**src/rtl/alu_seq.sv**
```systemverilog
// alu_seq: registered ALU with valid/ready handshakes, chained add-with-carry and an iterative shift-add multiplier
module alu_seq #(
  parameter int WIDTH = 8
) (
  input  logic             clk,
  input  logic             rst_n,
  input  logic [WIDTH-1:0] a,
  input  logic [WIDTH-1:0] b,
  input  logic [3:0]       alu_sel,
  input  logic             in_valid,
  output logic             in_ready,
  output logic [WIDTH-1:0] alu_out,
  output logic             carry,
  output logic             zero,
  output logic             neg,
  output logic             ovf,
  output logic             illegal,
  output logic             out_valid,
  input  logic             out_ready
);
  typedef enum logic {IDLE, MUL} state_t;
  state_t state, state_nx;
  logic c_st;
  logic [2*WIDTH-1:0] mcand, acc, acc_nx;
  logic [WIDTH-1:0] mplier, res;
  logic [5:0] cnt;
  logic [WIDTH:0] sum, dif;
  logic res_c, res_v, res_il, arith, accept, consume, done, is_mul;
  assign in_ready = (state == IDLE) && (!out_valid || out_ready);
  assign accept   = in_valid && in_ready;
  assign consume  = out_valid && out_ready;
  assign is_mul   = alu_sel == 4'd8;
  assign done     = (state == MUL) && (cnt == 6'(WIDTH - 1));
  assign zero     = alu_out == '0;
  assign neg      = alu_out[WIDTH-1];
  assign sum      = {1'b0, a} + {1'b0, b} + {{WIDTH{1'b0}}, (alu_sel == 4'd5) && c_st};
  assign dif      = {1'b0, a} - {1'b0, b};
  assign acc_nx   = acc + (mplier[0] ? mcand : '0);
  always_comb begin
    res    = '0;
    res_c  = 1'b0;
    res_v  = 1'b0;
    res_il = 1'b0;
    arith  = 1'b0;
    case (alu_sel)
      4'd0: res = a & b;
      4'd1: res = a | b;
      4'd2: res = a ^ b;
      4'd3, 4'd5: begin
        res   = sum[WIDTH-1:0];
        res_c = sum[WIDTH];
        res_v = (a[WIDTH-1] == b[WIDTH-1]) && (sum[WIDTH-1] != a[WIDTH-1]);
        arith = 1'b1;
      end
      4'd4: begin
        res   = dif[WIDTH-1:0];
        res_c = dif[WIDTH];
        res_v = (a[WIDTH-1] != b[WIDTH-1]) && (dif[WIDTH-1] != a[WIDTH-1]);
        arith = 1'b1;
      end
      4'd6: {res_c, res} = {a, 1'b0};
      4'd7: {res, res_c} = {1'b0, a};
      4'd8: res = '0;
      default: res_il = 1'b1;
    endcase
  end
  always_comb state_nx = (state == IDLE) ? ((accept && is_mul) ? MUL : IDLE) : (done ? IDLE : MUL);
  always_ff @(posedge clk) begin
    if (!rst_n) begin
      state     <= IDLE;
      alu_out   <= '0;
      carry     <= 1'b0;
      ovf       <= 1'b0;
      illegal   <= 1'b0;
      out_valid <= 1'b0;
      c_st      <= 1'b0;
      mcand     <= '0;
      mplier    <= '0;
      acc       <= '0;
      cnt       <= '0;
    end else begin
      state <= state_nx;
      if (consume) out_valid <= 1'b0;
      if (accept && !is_mul) begin
        alu_out   <= res;
        carry     <= res_c;
        ovf       <= res_v;
        illegal   <= res_il;
        out_valid <= 1'b1;
        if (arith) c_st <= res_c;
      end
      if (accept) begin
        mcand  <= {{WIDTH{1'b0}}, a};
        mplier <= b;
        acc    <= '0;
        cnt    <= '0;
      end
      // one multiplier bit per edge, LSB first; the last edge loads the output directly from acc_nx
      if (state == MUL) begin
        acc    <= acc_nx;
        mcand  <= mcand << 1;
        mplier <= mplier >> 1;
        cnt    <= cnt + 6'd1;
      end
      if (done) begin
        alu_out   <= acc_nx[WIDTH-1:0];
        carry     <= |acc_nx[2*WIDTH-1:WIDTH];
        ovf       <= 1'b0;
        illegal   <= 1'b0;
        out_valid <= 1'b1;
      end
    end
  end
endmodule

```
**config.mk**
```make
export PLATFORM = sky130hd
export DESIGN_NAME = alu_seq
export DESIGN_NICKNAME = d
export VERILOG_FILES = /design/src/rtl/alu_seq.sv
export SDC_FILE = /design/constraint.sdc
export NUM_CORES = 1
export LEC_CHECK = 0
export CAP_MARGIN = 5
export CORE_UTILIZATION = 53
export CTS_CLUSTER_SIZE = 12
export DETAILED_ROUTE_END_ITERATION = 7
export PLACE_DENSITY = 0.77
export SYNTH_ARGS = -nofsm -noshare
export SYNTH_HDL_FRONTEND = slang
export SYNTH_SLANG_ARGS = --single-unit
```
**constraint.sdc**
```tcl
create_clock -name clk -period 3.3 [get_ports clk]
set_input_delay 0.99 -clock clk [delete_from_list [all_inputs] [get_ports clk]]
set_output_delay 0.99 -clock clk [all_outputs]
set_load 0.02 [all_outputs]
```
==> results_dict.tcl <==
set metrics [dict create \
    status "completed" \
    ir_worst_vdd_mv 0.266 \
    routed_wirelength_mm 12.9 \
    placed_area_um2 5350 \
    fin_skew_ps 15.3 \
    first_iter_violations 358 \
    final_max_slew_viol_count 0 \
    synth-xor-area-share 0.0364 \
    ys_types 67 \
    syn_inst 580 \
    wl_met3_um 607 \
    drc 0 \
    overflow 0 \
    end_kind "flop" \
    clk_path_buf_depth 2 \
    cts_buffers 9 \
    critPathArrivalTime_ps 3450 \
    grt_pass1_vias 4322 \
    hpwl_mm 9.78 \
    synth-compound-area-share 0.286 \
    r2r_cells 11 \
    fmax_ghz 0.311 \
    vias 4517 \
    portBuffers 38 \
    place_ws_ps -425 \
    ant_nets 0 \
    synthFlopType "dfxtp_1" \
    insertedDiodeCount 0 \
    endpoint "alu_out[7]$_SDFFE_PN0P_" \
    final_area_um2 5660 \
    hp-class "flop to flop" \
    crit_path_start "b[1]" \
    powerDensity_nw_per_um2 349 \
    grt_setup_unrepaired "no" \
    grt_use_total 0.307 \
    post-synth-top-count-cell "nand2_1" \
    ys_seq_elements 60 \
    m1WireLength_mm 5.87 \
    cts_tree "built" \
    start_kind "input pin" \
    synth.area.top_cells "dfxtp_1, ha_1, nand2_1" \
    start_util 0.551 \
    seq_area_frac_synth 0.263 \
    die_x_um 94.9 \
    setup_ws_ps 86.1 \
    top_layer "met4" \
    synth_edf_count 0 \
    num-nets-final 718 \
    routedWlPerCell_um 17.0 \
    clk_latency_ps 350 \
    finalSetupViolCount 0 \
    rrSetupSlack_ps 220 \
    synth_nets 648 \
    async_reset_ff_frac 0 \
    synth_common_cells "nand2_1, dfxtp_1, and2_1" \
    cts_hold_buf 0 \
    synth_top_area_frac 0.263 \
    gp_congestion 0.917 \
    ios 39 \
    num_rows 33 \
    reg2reg_to "carry$_SDFFE_PN0P_" \
    crit_type "input pin to flop" \
    muxShareOfSynthArea 0.0178 \
    die-area_um2 9000 \
    antenna_found_initial 0 \
    maxCapViolCount 0 \
    synthAdderAreaFrac 0.127 \
    cts_max_level 3 \
    min_from "mplier[4]$_SDFFE_PN0P_" \
    synth_top_family_by_area "compound AO/OA/AOI/OAI gates" \
    root_buffer "clkbuf_8" \
    period_share 0.974 \
    die_h_um 94.9 \
    viasPerCell 5.94 \
    p_leak_uw 0.00249 \
    core-area_um2 8300 \
    met2WireLength_mm 6.21 \
    drive_gt1_frac 0.140 \
    yosysTopAreaCell "dfxtp_1" \
    syn_avg_cell_area_um2 7.88 \
    reg2reg_from "mplier[0]$_SDFFE_PN0P_" \
    grt_max_degree 50 \
    ys.warnings.count 0 \
    cts.sinks 60 \
    synthSimpleGateAreaFrac 0.219 \
    clkTransAtPathRegs_ps 80 \
    cp_max_fo 3 \
    worstMarginPinSlew_ps 676 \
    area_growth_pct 23.8 \
    grt_pass1_wl_mm 21.3 \
    synth_area_um2 4570 \
    first_pass_iters 4 \
    slew-limit-headroom 0.546 \
    finalCriticalPeriod_ps 3210 \
    cp_data_required_time_ps 3540 \
    fillerInstances 720 \
    hold_violations 0 \
]
power breakdown:
part | total (µW) | internal, µW | switching, µW
combinational | 455 | 208 | 247
sequential | 765 | 747 | 17.8
clock | 756 | 429 | 327
registers in the layout, summed over array words and instances (netlist names):
register / count
acc: 16
mcand: 16
alu_out: 8
mplier: 8
cnt: 6
c_st: 1
carry: 1
illegal: 1
out_valid: 1
ovf: 1
state: 1
critical path: stages:
cell,delay [ps]
clkdlybuf4s50_1,560
inv_1,90
ha_1,320
o21bai_1,80
a21oi_2,190
o21bai_1,120
a2111o_1,420
o311ai_1,160
xnor2_1,180
o22ai_1,100
o221a_1,240
area by class of cell:
class	instances	area [µm²]	share of cell area
multi-input cells	458	3200	0.566
repair buffers	90	786	0.139
inverters	31	116	0.0206
clock buffers	9	124	0.0219
flip-flops and latches	60	1200	0.212
clock inverters	7	98.8	0.0175
well taps	105	131	0.0232
cell families after synthesis:
family                     after synthesis
AOI/OAI and AO/OA                      181
xor gates and xnor gates                19
adders and majority gates               44
buffers and inverters                   62
DFF                                     60
muxes                                    8
and+or+nand+nor                        206
how the worst min path moves through the flow:
stage                                   endpoint  depth (start not counted)
after global routing      mplier[5]$_SDFFE_PN0P_                          2
after floorplan           mplier[7]$_SDFFE_PP0P_                          2
after CTS                 mplier[4]$_SDFFE_PN0P_                          2
after detailed placement  mplier[5]$_SDFFE_PN0P_                          2
after global placement    mplier[5]$_SDFFE_PN0P_                          2
final                     mplier[4]$_SDFFE_PN0P_                          2
metal layers:
layer | vias to the layer above | track usage
met3 | 16 | 0.0362
met2 | 148 | 0.520
met5 | - | 0
met4 | 0 | 0.0947
li1 | 2228 | -
met1 | 2125 | 0.404
through the flow:
| step | setup TNS (ps) | std cells | utilization | hold WS [ps] | total power, µW |
|---|---|---|---|---|---|
| 5_1_grt | 0 | 760 | 0.682 | 469 | 2050 |
| 3_5_place_dp | -2560 | 743 | 0.645 | 451 | 1220 |
| 2_1_floorplan | 0 | 580 | - | 434 | 1020 |
| 6_report | 0 | 760 | 0.682 | 459 | 1980 |
| 4_1_cts | 0 | 759 | 0.673 | 464 | 1960 |
| 3_3_place_gp | -1880 | 743 | 0.645 | 442 | 1210 |
placed cells by master, fill, tap and decap left out, drive strengths merged, types with 8 or more instances in the layout:
master / n
clkbuf: 9
inv: 32
dfxtp: 60
ha: 40
nor3: 8
a21oi: 33
nand2b: 8
a21boi: 11
nor2b: 11
a22oi: 13
nor2: 40
nand3: 12
and2: 41
o21ai: 38
clkdlybuf4s50: 32
nand2: 73
buf: 52
xnor2: 14
repair_timing:
action | 4_1_cts | 5_1_grt
setup buffers | 0 | 1
pin swaps | 4 | 9
gates resized for setup | 4 | 17
cloned | 0 | 0
endpoints found under the setup margin | 2 | 8
No activity file was read; power rests on OpenSTA's default activity.
